### src/rtl/inst_fetch_pkg.sv
// Shared definitions for the instruction fetch stage: FSM state encoding and
// the default word/address widths of the instruction memory it reads from.
package inst_fetch_pkg;

  localparam int IMEM_DATA_WIDTH = 32;
  localparam int IMEM_ADDR_WIDTH = 11;

  typedef enum logic [1:0] {
    ST_IDLE  = 2'd0,
    ST_FETCH = 2'd1,
    ST_DRAIN = 2'd2,
    ST_DONE  = 2'd3
  } fetch_state_t;

endpackage

### src/rtl/inst_fetch_fifo.sv
// Synchronous FIFO buffering fetched words for the decoder. Head data reads
// as zero while empty so the output is defined straight out of reset.
module inst_fetch_fifo #(
  parameter  int DATA_WIDTH = 32,
  parameter  int DEPTH      = 4,
  localparam int PTR_W      = $clog2(DEPTH),
  localparam int CNT_W      = PTR_W + 1
) (
  input  logic                  clk,
  input  logic                  reset,
  input  logic                  push,
  input  logic [DATA_WIDTH-1:0] push_data,
  input  logic                  pop,
  output logic [DATA_WIDTH-1:0] head_data,
  output logic [CNT_W-1:0]      count,
  output logic                  full,
  output logic                  empty
);

  logic [DATA_WIDTH-1:0] mem [DEPTH];
  logic [PTR_W-1:0]      wr_ptr;
  logic [PTR_W-1:0]      rd_ptr;
  logic [CNT_W-1:0]      count_q;
  logic                  do_push;
  logic                  do_pop;

  assign full    = (count_q == CNT_W'(DEPTH));
  assign empty   = (count_q == '0);
  assign do_push = push & ~full;
  assign do_pop  = pop & ~empty;

  always_ff @(posedge clk) begin
    if (reset) begin
      wr_ptr  <= '0;
      rd_ptr  <= '0;
      count_q <= '0;
    end else begin
      if (do_push) wr_ptr <= wr_ptr + 1'b1;
      if (do_pop)  rd_ptr <= rd_ptr + 1'b1;
      count_q <= count_q + CNT_W'(do_push) - CNT_W'(do_pop);
    end
  end

  // Storage needs no reset: nothing is read before it has been written.
  always_ff @(posedge clk) begin
    if (do_push) mem[wr_ptr] <= push_data;
  end

  assign head_data = empty ? '0 : mem[rd_ptr];
  assign count     = count_q;

endmodule

### src/rtl/instruction_fetch_unit.sv
// Fetch stage: streams num_instr words from imem into a credit-protected FIFO
// feeding the decoder. Optional stall counter under INST_FETCH_STALL_CNT_EN.
module instruction_fetch_unit
  import inst_fetch_pkg::*;
#(
  parameter int DATA_WIDTH = IMEM_DATA_WIDTH,
  parameter int ADDR_WIDTH = IMEM_ADDR_WIDTH,
  parameter int COUNT_W    = 16,
  parameter int FIFO_DEPTH = 4
) (
  input  logic                  clk,
  input  logic                  reset,
  input  logic                  start,
  input  logic [ADDR_WIDTH-1:0] base_addr,
  input  logic [COUNT_W-1:0]    num_instr,
  output logic                  busy,
  output logic                  done,
  output logic                  imem_read_req,
  output logic [ADDR_WIDTH-1:0] imem_read_addr,
  input  logic [DATA_WIDTH-1:0] imem_read_data,
  output logic                  inst_valid,
  output logic [DATA_WIDTH-1:0] inst_data,
  input  logic                  inst_ready,
  output logic [31:0]           stall_cycles
);

  localparam int CNT_W = $clog2(FIFO_DEPTH) + 1;

  fetch_state_t          state_q;
  fetch_state_t          state_d;
  logic [ADDR_WIDTH-1:0] addr_q;
  logic [COUNT_W-1:0]    num_q;
  logic [COUNT_W-1:0]    issued_q;
  logic [COUNT_W-1:0]    accepted_q;
  logic                  pend_q;
  logic [CNT_W-1:0]      fifo_count;
  logic                  fifo_full;
  logic                  fifo_empty;
  logic                  start_accept;
  logic                  handshake;
  logic                  credit_ok;

  // Decoder handshake: a word transfers on any cycle with inst_valid & inst_ready;
  // inst_data is stable while inst_valid is high and inst_ready is low.
  assign start_accept = (state_q == ST_IDLE) & start;
  assign handshake    = inst_valid & inst_ready;
  // A pop in the same cycle frees no credit, so the FIFO can never overflow.
  assign credit_ok    = (int'(fifo_count) + int'(pend_q)) < FIFO_DEPTH;

  always_ff @(posedge clk) begin
    if (reset) state_q <= ST_IDLE;
    else       state_q <= state_d;
  end

  always_comb begin
    state_d = state_q;
    case (state_q)
      ST_IDLE: begin
        if (start) state_d = (num_instr != '0) ? ST_FETCH : ST_DONE;
      end
      ST_FETCH: begin
        if (issued_q == num_q) state_d = ST_DRAIN;
      end
      ST_DRAIN: begin
        if (accepted_q == num_q) state_d = ST_DONE;
      end
      ST_DONE: state_d = ST_IDLE;
      default: state_d = ST_IDLE;
    endcase
  end

  always_comb begin
    busy           = (state_q != ST_IDLE);
    done           = (state_q == ST_DONE);
    imem_read_req  = (state_q == ST_FETCH) & (issued_q < num_q) & credit_ok;
    imem_read_addr = addr_q;
  end

  always_ff @(posedge clk) begin
    if (reset) begin
      addr_q     <= '0;
      num_q      <= '0;
      issued_q   <= '0;
      accepted_q <= '0;
      pend_q     <= 1'b0;
    end else begin
      pend_q <= imem_read_req;
      if (start_accept) begin
        addr_q     <= base_addr;
        num_q      <= num_instr;
        issued_q   <= '0;
        accepted_q <= '0;
      end else begin
        if (imem_read_req) begin
          addr_q   <= addr_q + 1'b1;
          issued_q <= issued_q + 1'b1;
        end
        if (handshake) accepted_q <= accepted_q + 1'b1;
      end
    end
  end

  inst_fetch_fifo #(
    .DATA_WIDTH(DATA_WIDTH),
    .DEPTH     (FIFO_DEPTH)
  ) u_fifo (
    .clk      (clk),
    .reset    (reset),
    .push     (pend_q),
    .push_data(imem_read_data),
    .pop      (handshake),
    .head_data(inst_data),
    .count    (fifo_count),
    .full     (fifo_full),
    .empty    (fifo_empty)
  );

  assign inst_valid = ~fifo_empty;

`ifdef INST_FETCH_STALL_CNT_EN
  logic [31:0] stall_q;

  always_ff @(posedge clk) begin
    if (reset)                                          stall_q <= '0;
    else if (start_accept)                              stall_q <= '0;
    else if (inst_valid & ~inst_ready & (stall_q != '1)) stall_q <= stall_q + 1'b1;
  end

  assign stall_cycles = stall_q;
`else
  assign stall_cycles = '0;
`endif

  // Full is implied by the credit rule; kept on the FIFO interface for checkers.
  logic unused_full;
  assign unused_full = fifo_full;

endmodule

### config.mk
export PLATFORM = sky130hd
export DESIGN_NAME = instruction_fetch_unit
export DESIGN_NICKNAME = d
export VERILOG_FILES = /design/src/rtl/inst_fetch_pkg.sv /design/src/rtl/inst_fetch_fifo.sv /design/src/rtl/instruction_fetch_unit.sv
export SDC_FILE = /design/constraint.sdc
export NUM_CORES = 1
export LEC_CHECK = 0
export BUFFER_PORTS_ARGS = -buffer_cell sky130_fd_sc_hd__buf_2
export CAP_MARGIN = 20
export CELL_PAD_IN_SITES_DETAIL_PLACEMENT = 0
export CELL_PAD_IN_SITES_GLOBAL_PLACEMENT = 1
export CORE_MARGIN = 2
export CORE_UTILIZATION = 49
export DETAILED_ROUTE_END_ITERATION = 7
export PLACE_DENSITY_LB_ADDON = 0.1
export SLEW_MARGIN = 5
export SYNTH_ARGS = -nofsm -noshare
export SYNTH_HDL_FRONTEND = slang
export SYNTH_SLANG_ARGS = --single-unit
### constraint.sdc
create_clock -name clk -period 6.26 [get_ports clk]
set_input_delay 0.626 -clock clk [delete_from_list [all_inputs] [get_ports clk]]
set_output_delay 0.626 -clock clk [all_outputs]
set_load 0.01 [all_outputs]
== After elaboration in Yosys (flattened, before gate mapping) ==
Memory sizes are Yosys's and may differ from the RTL's. A register that Yosys moved wholly into a read port is not among the register bits.
Index checks and enable logic that the tools add are counted.
Word-level totals
  bits in registers: 69
  bits in writable memories: 128
  output and inout port bits: 79
  logic and storage cells: 56
  memories: 1
Operators by class
  add/subtract/negate cells: 8
  order comparisons: 2
  eq/ne operators: 9
  muxes and demuxes: 12
  bitwise gates (word level): 8
  reductions and logical operators: 7
Memory list
  u_fifo.mem: words 4, width 32, read ports 1, clocked after memory_dff 1, write ports 1, RTL line inst_fetch_fifo.sv:20  | logic [DATA_WIDTH-1:0] mem [DEPTH];
Operator list (number)
  adder 16 x 1 -> 16 bit (second input constant): 2
  equality test 16 bit: 2
  2-to-1 mux 32 bit: 1
  2-to-1 mux 11 bit: 2
  < comparator 16 bit: 1
  nonzero test 16 bit: 1
  2-to-1 mux 2 bit: 6
  adder 11 x 1 -> 11 bit (second input constant): 1
  case mux 2 bit (4 select lines): 1
  AND 1 bit: 6
  inequality test 2 bit (second input constant): 3
  adder 2 x 1 -> 2 bit (second input constant): 2
  adder 3 x 1 -> 4 bit: 1
  equality test 2 bit (second input constant): 2
  < comparator 4 x 3 -> 1 bit (second input constant): 1
  nonzero test 2 bit: 2
  adder 3 x 1 -> 3 bit: 1
  equality test 3 bit (second input constant): 1
  zero test 3 bit: 1
  AND reduction 3 bit: 1
  subtractor 3 x 1 -> 3 bit: 1
  equality test 2 x 1 -> 1 bit (second input constant): 1
  zero test 2 bit: 1
  2-to-1 mux 1 bit: 2
  2 further kinds: 3

== Depth between registers and ports, before layout ==
Gate-level depths: netlist of run 1.
  depth in word-level cells: 6
  depth in mapped cells: 10

== Hierarchy ==
From an unflattened synthesis of run 1, not the netlist that was laid out.
Unflattened totals
  cells, all modules: 717
  area total of the unflattened synthesis: 9096.2 um2
Modules (own cells, without submodules)
  inst_fetch_fifo: instances 1, cells an instance 253, area an instance 5456.5 um2, seq. area each 4023.9 um2
  instruction_fetch_unit: instances 1, cells an instance 464, area an instance 3639.7 um2, seq. area each 1241.2 um2

== Worst setup path before layout of run 1 ==
OpenSTA, ideal clock, no wires.
  path kind: register -> output
  start: register num_q[1]
  end: output imem_read_req
  data arrival time: 1.725 ns
  data required time: 5.634 ns
  slack: 3.909 ns
  cell stages (with the launch flop): 9
  cell sequence: dfxtp_1 inv_1 ha_1 nor2b_1 o211ai_1 a2111o_1 nand3_2 buf_2 clkinv_1
Between the ends
  word-level cells in the longest chain between the ends: 3
Ends and longest elaborated chain
  start: declaration: RTL line instruction_fetch_unit.sv:32  | logic [COUNT_W-1:0] num_q;
  start signal: assignment: RTL line instruction_fetch_unit.sv:90  | num_q <= num_instr;
  < comparator 16 bit: RTL line instruction_fetch_unit.sv:75  | imem_read_req = (state_q == ST_FETCH) & (issued_q < num_q) & credit_ok;
  AND 1 bit (2 in a row): RTL line instruction_fetch_unit.sv:75
  end: declaration: RTL line instruction_fetch_unit.sv:18  | output logic imem_read_req,
No other way between the ends.

== Worst setup path in the final report of run 1 ==
  start: register num_q[13]
  end: output imem_read_req
Same word-level chain as after synthesis.

==> impl_metrics.csv, run 1 <==
group,metric,value,unit
power,total_power,3.72,mW
cts,cts_tree,"yes",
cts,numCtsBuffers,17,
sta,setup_viol,0,
yosys,synthDistinctLibCells,44,
critical_path,cp-end-kind,"output pin",
min_path,hold_start,"base_addr[5]",
sta,tns,0,ps
detailed_routing,drc,0,
grt,grtUsageTotal,0.193,
yosys,synth_cells,708,
layout,final_common_cell,"edfxtp_1",
detailed_routing,via_per_inst,5.44,
placed_design,gp_congestion,0.854,
critical_path,arrival,2880,ps
detailed_routing,routed-via-count,5735,
power,ir_drop,0.208,mV
sta,maxSlewHeadroom,0.398,
sta,period_share,0.561,
sta,fmax,0.285,GHz
critical_path,crit_path_start,"num_q[13]$_SDFFE_PP0P_",
layout,area_delta_synth_final,13.9,%
job,maxCapViolCount,0,
die,coreArea,17900,um^2
yosys,avgSynthCellArea,12.6,um^2
sta,slew_viol_final,0,
cts,ctsLongestPathBuffers,2,
yosys,synthesis.area,8930,um^2
sta,rsz0062_at_grt,"no",
die,dieArea,19300,um^2
critical_path,crit_chain,"inv_1, ha_1, a211oi_1, nor2_1, nor4b_4, nand3_2, clkinv_1, buf_2",
sta,finClkSkew,10.4,ps
placed_design,port-buffer-count,109,
critical_path,r2r_cells,8,
cts,post_cts_buffers,0,
detailed_routing,dr.pass1.iters,4,
cts,root_buffer,"clkbuf_16",
yosys,ys_seq_area_frac,0.590,
critical_path,max_stage_delay,510,ps
grt,grt_max_degree,35,
critical_path,rr_startpoint,"num_q[13]$_SDFFE_PP0P_",
critical_path,criticalPathCategory,"reg2out",
power,p_leak,3.78,nW
layout,layout_common_cells,"edfxtp_1, buf_2, dfxtp_1, nand2_1, a21oi_1",
die,rows,49,
sta,fin_ws,2750,ps
sta,fin_crit,3510,ps
critical_path,r2r_end,"imem_read_addr[7]$_SDFFE_PP0P_",
sta,finalHoldViolations,0,
grt,grt_antenna_before_repair,1,
grt,grt_pass1_vias,5827,
die,start_util,0.499,
cts,cts_sinks,199,
layout,drive_gt1_frac,0.228,
yosys,synth_seq_cells,199,
min_path,whs_endpoint,"imem_read_addr[5]$_SDFFE_PP0P_",
critical_path,r2r_slack,3380,ps
critical_path,cp_data_required_time,5630,ps
cts,cts_hold_buffers,0,
die,io_pins,142,
layout,nets,908,
cts,cts-htree-levels,4,
die,die_w,139,um
detailed_routing,wirelength,18000,um
die,die_h,139,um
grt,grt_pass1_wl,29600,um
detailed_routing,dr.first_iter.drc_count,316,
critical_path,startpoint_type,"flop",
cts,path_clk_slew,80,ps
outcome,status,"finished, final reports clean",
power,power_density,366,nW/um^2
placed_design,dp_hpwl,12100,um
critical_path,critPathSlowestCell,"nand3_2",
detailed_routing,detail-route-antenna-nets,0,
detailed_routing,routedWlPerCell,17.1,um
cts,cts_resized,0,
sta,hold_ws,400,ps
yosys,yosys_warnings,0,
cts,clkLatencyLatePin,430,ps
critical_path,crit_fanout,29,
min_path,min_path_cells,3,
grt,grt-ovfl-total,0,
min_path,hold_class,"in2reg",
placed_design,pre_cts_ws,3210,ps
sta,worst_pin_slew,902,ps
## power breakdown
group          internal (mW)  total, mW  leakage [nW]  switching [mW]
registers               1.50       1.58          1.73          0.0776
logic                  0.454       1.07          1.76           0.614
clock network          0.566       1.08         0.285           0.510
total                   2.52       3.72          3.78            1.20
## synthesized netlist by cell type, drive strengths merged
cell	instances	share of area
a2111o	1	0.0013
a211oi	2	0.0017
a21oi	37	0.021
a311oi	1	0.00098
a31oi	4	0.0028
and2	6	0.0042
and3	6	0.0042
and4	3	0.0029
and4b	1	0.0011
buf	40	0.031
clkbuf	20	0.0084
clkinv	1	0.00042
conb	1	0.00042
dfxtp	71	0.16
edfxtp	128	0.43
fa	1	0.0022
ha	31	0.043
inv	32	0.013
mux2i	3	0.0034
mux4	32	0.081
nand2	64	0.027
nand3	17	0.010
nand4	24	0.017
nor2	34	0.014
nor2b	36	0.025
nor3	4	0.0022
nor4	8	0.0056
nor4b	1	0.0027
o2111ai	2	0.0020
o211ai	7	0.0059
o21ai	17	0.0095
o221ai	1	0.00098
o311ai	3	0.0029
o31a	1	0.00098
o31ai	4	0.0034
o41ai	3	0.0029
or2	2	0.0014
or3	13	0.0091
or4	7	0.0059
xnor2	8	0.0078
xor2	31	0.030
## logic make-up (layout without fill, tap and decap cells)
family,Yosys count,in the layout,synth area share
adders and majority gates,32,32,0.0457
DFF,199,199,0.590
xor gates and xnor gates,39,39,0.0383
muxes,35,35,0.0841
buffers and inverters,93,179,0.0532
other,1,33,0.000420
AOI/OAI and AO/OA,83,83,0.0560
and+or+nand+nor,226,226,0.133
## metrics by stage
step | instances | util | area (um^2)
floorplan | 739 | - | 9050
global placement | 1023 | 0.535 | 9580
detailed placement | 1023 | 0.535 | 9580
CTS | 1054 | 0.568 | 10200
global route | 1055 | 0.568 | 10200
finish | 1055 | 0.568 | 10200
## state kept, by name (all words and copies together), names as in the netlist, named ones only
signal / flops
imem_read_addr: 11
u_fifo.count: 3
num_q: 16
u_fifo.rd_ptr: 2
state_q: 2
accepted_q: 16
u_fifo.mem: 128
pend_q: 1
issued_q: 16
u_fifo.wr_ptr: 2
## routing by layer
layer / global-route usage / up-vias / share of wire
met1: 0.235 / 2824 / 0.43
met3: 0.0380 / 25 / 0.040
met2: 0.346 / 126 / 0.52
met5: 0 / - / 0
met4: 0.0622 / 0 / 0.017
li1: - / 2760 / -
## worst max-delay path by stage
stage,slack [ps],endpoint
finish,2750,imem_read_req
global route,2470,imem_read_req
CTS,2730,imem_read_req
detailed placement,3210,imem_read_req
global placement,3190,imem_read_req
floorplan,3910,imem_read_req
## cell type report
cell class	count	area, um^2
fillers	1517	7730
flip-flops and latches	199	5270
multi-input cells	447	3320
repair buffers	115	591
clock buffers	17	425
well taps	229	287
clock inverters	14	160
inverters	33	124
diodes	1	2.50
## critical path, delay by kind of cell (launching register included)
kind | cells | cell delay, ps
simple gates | 3 | 1040
fa+ha+maj | 1 | 300
buf+inv | 3 | 540
compound gates | 1 | 210
flops | 1 | 360
(Power assumes the default switching activity.)
==> run 2, diff against run 1 <==
Settings changed: CORE_UTILIZATION 49 to 41.
Clock period 6.26 ns to 3 ns, I/O delays scaled along.
==> run 2 against run 1 <==
Net effect:
- global-route usage down 2.0 points
- cell count up 5.8%
- register-to-register slack worse by 3000 ps
- critical path type unchanged
- total power up 110%
- count of clock-buffer cells in the layout up 1
==> impl_metrics.csv, run 2 (synthesis gave the netlist of run 1 again) <==
group,metric,value,unit
detailed_routing,via_per_inst,5.17,
detailed_routing,dr.first_iter.drc_count,228,
die,die_h,152,um
sta,finalHoldViolations,0,
placed_design,port-buffer-count,109,
critical_path,crit_fanout,12,
grt,grt_antenna_before_repair,1,
critical_path,arrival,2480,ps
grt,use_met3,0.0374,
detailed_routing,wirelength,19400,um
sta,fin_crit,2780,ps
critical_path,cp-end-kind,"output pin",
critical_path,startpoint_type,"flop",
sta,finClkSkew,10.0,ps
power,ir_drop,0.371,mV
detailed_routing,routed-via-count,5771,
sta,fmax,0.359,GHz
cts,path_clk_slew,70,ps
sta,worst_pin_slew,670,ps
layout,nets,922,
layout,largest_register_ffs,128,
critical_path,rr_startpoint,"num_q[13]$_SDFFE_PP0P_",
detailed_routing,routedWlPerCell,17.4,um
min_path,whs_endpoint,"imem_read_addr[4]$_SDFFE_PP0P_",
placed_design,dp_hpwl,13600,um
power,total_power,7.87,mW
power,p_leak,3.85,nW
grt,grt.busiest_layer,"met2",
placed_design,gp_congestion,0.787,
sta,maxSlewHeadroom,0.554,
sta,tns,0,ps
layout,drive_gt1_frac,0.242,
critical_path,r2r_end,"issued_q[15]$_SDFFE_PP0P_",
grt,grtUsageTotal,0.173,
critical_path,critPathSlowestCell,"a2111o_1",
cts,clkLatencyLatePin,430,ps
critical_path,r2r_cells,9,
cts,cts_sinks,199,
die,start_util,0.421,
layout,regArea,5270,um^2
sta,slew_viol_final,0,
layout,multi_input_area,3340,um^2
detailed_routing,drc,0,
layout,layout_common_cells,"edfxtp_1, buf_2, dfxtp_1, nand2_1",
min_path,hold_class,"in2reg",
critical_path,crit_chain,"inv_1, ha_1, nand4_1, a2111o_1, nand3_4, clkinvlp_4, buf_2",
sta,period_share,0.928,
min_path,min_path_cells,3,
power,power_density,761,nW/um^2
grt,use_met2,0.295,
cts,numCtsBuffers,17,
job,maxCapViolCount,0,
critical_path,r2r_slack,400,ps
sta,rsz0062_at_grt,"no",
cts,ctsLongestPathBuffers,2,
cts,root_buffer,"clkbuf_16",
grt,grt_pass1_wl,30300,um
detailed_routing,dr.pass1.iters,4,
die,io_pins,142,
critical_path,cp_data_required_time,2700,ps
die,dieArea,23000,um^2
layout,fill_cells,1932,
grt,grt-ovfl-total,0,
sta,setup_viol,0,
grt,grt_max_degree,35,
layout,area_delta_synth_final,15.9,%
cts,cts-htree-levels,4,
cts,cts_tree,"yes",
critical_path,max_stage_delay,570,ps
layout,final_common_cell,"edfxtp_1",
grt,grt_pass1_vias,5755,
die,rows,53,
min_path,hold_start,"base_addr[4]",
detailed_routing,detail-route-antenna-nets,0,
grt,grtUsageMet1,0.219,
critical_path,criticalPathCategory,"reg2out",
outcome,status,"finished, final reports clean",
die,coreArea,21200,um^2
layout,top_register,"u_fifo.mem",
die,die_w,152,um
run 2: worst max-delay path, delay by kind of cell (launching register included):
family,cells,cell delay [ps]
AOI/OAI and AO/OA,1,570
adders and majority gates,1,290
buffers and inverters,3,440
DFF,1,370
and+or+nand+nor,2,390
run 2: how the worst max path moves through the flow:
| stage | startpoint | end | slack, ps | depth (start not counted) |
|---|---|---|---|---|
| floorplan | num_q[13]$_SDFFE_PP0P_ | issued_q[12]$_SDFFE_PP0P_ | 730 | 10 |
| global placement | num_q[13]$_SDFFE_PP0P_ | imem_read_addr[7]$_SDFFE_PP0P_ | 290 | 8 |
| detailed placement | num_q[13]$_SDFFE_PP0P_ | imem_read_addr[7]$_SDFFE_PP0P_ | 260 | 8 |
| CTS | num_q[14]$_SDFFE_PP0P_ | imem_read_req | 20 | 7 |
| global route | num_q[14]$_SDFFE_PP0P_ | imem_read_req | 20 | 7 |
| finish | num_q[14]$_SDFFE_PP0P_ | imem_read_req | 220 | 7 |
run 2: report_power, final:
part           leakage (nW)  internal, mW  switching, mW
registers              1.73          3.13          0.227
clock network         0.279          1.17           1.06
logic                  1.84          1.00           1.28
run 2: metrics by stage:
| stage | utilization | setup WS [ps] | hold slack, ps | std cells | instance area, um^2 |
|---|---|---|---|---|---|
| 2_1_floorplan | - | 734 | 399 | 739 | 9050 |
| 3_3_place_gp | 0.459 | 293 | 475 | 1080 | 9740 |
| 3_5_place_dp | 0.459 | 256 | 480 | 1080 | 9740 |
| 4_1_cts | 0.486 | 17.3 | 51.3 | 1112 | 10300 |
| 5_1_grt | 0.487 | 21.7 | 59.9 | 1115 | 10300 |
| 6_report | 0.488 | 216 | 64.9 | 1116 | 10300 |
run 2: layer usage:
metal | wire [um] | vias up
li1 | - | 2782
met1 | 8600 | 2835
met2 | 9580 | 131
met3 | 904 | 23
met4 | 307 | 0
met5 | 0 | -
run 2: area by class of cell:
cell class	count	share of cell area
Clock buffer	18	0.0415
Tap cell	275	0.0333
Inverter	33	0.0123
Clock inverter	14	0.0133
Multi-Input combinational cell	448	0.323
Antenna cell	1	0.000242
Timing Repair Buffer	128	0.0677
Sequential cell	199	0.509
run 2: timing repair:
action / in CTS / in global routing
setup buffers: 0 / 2
resized for setup: 1 / 2
gates cloned: 0 / 1
setup endpoints to repair: 1 / 1
hold buffers: 0 / 0
pin swaps: 0 / 2
==> run 3, diff against run 2 <==
Settings changed: CORE_UTILIZATION 41 to 49, PLACE_DENSITY set to 0.84, PLACE_DENSITY_LB_ADDON 0.1 to not set.
Clock period 3 ns to 3.6 ns, I/O delays scaled along.
==> run 3 against run 2 <==
Net effect:
- clock power fell by 8%
- clock skew rose by 0.63 ps
- register-to-register slack better by 380 ps
- first-iteration DRC count up 41%
- critical path type unchanged
- critical endpoint unchanged
- highest routed layer unchanged
==> impl_metrics.csv, run 3 (synthesis gave the netlist of run 1 again) <==
group,metric,value,unit
layout,area_delta_synth_final,14.6,%
power,p_comb_frac,0.269,
grt,grt-ovfl-total,0,
layout,nets,906,
cts,path_clk_slew,80,ps
cts,cts_sinks,199,
min_path,hold_class,"in2reg",
cts,post_cts_buffers,0,
layout,top_register,"u_fifo.mem",
grt,grt_antenna_before_repair,0,
detailed_routing,detail-route-antenna-nets,0,
detailed_routing,routedWlPerCell,16.7,um
min_path,min_path_cells,3,
placed_design,dp_hpwl,11900,um
placed_design,port-buffer-count,109,
cts,cts_hold_buffers,0,
sta,fin_ws,373,ps
cts,numCtsBuffers,17,
layout,final_common_cell,"edfxtp_1",
layout,drive_gt1_frac,0.228,
power,p_sw,2.12,mW
power,ir_drop,0.451,mV
sta,period_share,0.896,
critical_path,startpoint_type,"flop",
critical_path,r2r_end,"imem_read_addr[7]$_SDFFE_PP0P_",
layout,largest_register_ffs,128,
grt,grtUsageTotal,0.184,
job,maxCapViolCount,0,
grt,grt_pass1_vias,5615,
sta,maxSlewHeadroom,0.402,
die,coreArea,17900,um^2
die,rows,49,
die,die_h,139,um
power,power.share.sequential,0.423,
sta,finClkSkew,10.7,ps
detailed_routing,via_per_inst,5.42,
critical_path,cp-end-kind,"output pin",
power,p_clk_frac,0.307,
min_path,hold_start,"base_addr[3]",
sta,worst_pin_slew,897,ps
sta,setup_viol,0,
die,start_util,0.499,
grt,grt_pass1_wl,28400,um
outcome,status,"finished, final reports clean",
power,power_density,651,nW/um^2
cts,ctsLongestPathBuffers,2,
critical_path,r2r_cells,8,
critical_path,cp_data_required_time,3240,ps
sta,finalHoldViolations,0,
min_path,whs_endpoint,"imem_read_addr[3]$_SDFFE_PP0P_",
placed_design,gp_congestion,0.802,
die,dieArea,19300,um^2
sta,fmax,0.310,GHz
critical_path,r2r_slack,780,ps
critical_path,crit_fanout,29,
die,die_w,139,um
sta,fin_crit,3230,ps
critical_path,arrival,2870,ps
sta,tns,0,ps
layout,layout_common_cells,"edfxtp_1, buf_2, dfxtp_1, nand2_1, a21oi_1",
cts,cts_resized,0,
grt,grt_max_degree,35,
detailed_routing,wirelength,17600,um
sta,slew_viol_final,0,
detailed_routing,drc,0,
power,p_leak,3.80,nW
cts,cts_tree,"yes",
sta,rsz0062_at_grt,"no",
critical_path,rr_startpoint,"num_q[13]$_SDFFE_PP0P_",
cts,clkLatencyLatePin,440,ps
critical_path,criticalPathCategory,"reg2out",
placed_design,pre_cts_ws,765,ps
die,io_pins,142,
detailed_routing,dr.first_iter.drc_count,321,
cts,root_buffer,"clkbuf_16",
power,p_int,4.55,mW
power,netSwitchingFraction,0.318,
cts,cts-htree-levels,4,
detailed_routing,dr.pass1.iters,5,
detailed_routing,routed-via-count,5714,
[run 3: power groups by stage]
stage               logic (mW)  clock network, mW  registers [mW]
floorplan                 1.30                  0            2.78
global placement          1.77                  0            2.87
detailed placement        1.81                  0            2.88
CTS                       1.82               2.08            2.83
global route              1.98               2.18            2.86
finish                    1.79               2.05            2.82
[run 3: how the worst max path moves through the flow]
stage                           start                             end  cells past startpoint
6_report       num_q[13]$_SDFFE_PP0P_                   imem_read_req                      8
3_3_place_gp   num_q[13]$_SDFFE_PP0P_  imem_read_addr[7]$_SDFFE_PP0P_                      8
4_1_cts        num_q[13]$_SDFFE_PP0P_                   imem_read_req                      8
5_1_grt        num_q[13]$_SDFFE_PP0P_                   imem_read_req                      8
2_1_floorplan  num_q[13]$_SDFFE_PP0P_       issued_q[12]$_SDFFE_PP0P_                     10
3_5_place_dp   num_q[13]$_SDFFE_PP0P_  imem_read_addr[7]$_SDFFE_PP0P_                      8
[run 3: metal layers]
metal  GRT usage  wire length (um)  up-vias
met5           0                 0        -
met4      0.0473               147        0
met3      0.0404               917       15
met2       0.320              8890      159
met1       0.236              7650     2792
li1            -                 -     2748
[run 3: layout make-up]
type | count | area, um^2
diodes | 1 | 2.50
clock buffers | 17 | 425
clock inverters | 15 | 221
fillers | 1471 | 7670
inverters | 33 | 124
multi-input cells | 447 | 3320
flip-flops and latches | 199 | 5270
well taps | 229 | 287
repair buffers | 113 | 588
[run 3: through the flow]
stage	hold slack, ps	util	instance area [um^2]	instances	total power, mW
4_1_cts	113	0.571	10200	1053	6.73
3_5_place_dp	479	0.535	9580	1021	4.69
2_1_floorplan	459	-	9050	739	4.08
6_report	126	0.571	10200	1054	6.66
3_3_place_gp	477	0.535	9580	1021	4.63
5_1_grt	114	0.571	10200	1053	7.01
[run 3: critical path, stage by stage (launching register included)]
cell and delay, ps:
dfxtp_1 370, inv_1 60, ha_1 300, a211oi_1 220, nor2_1 110, nor4b_4 410, nand3_2 480, clkinv_1 320
buf_2 170
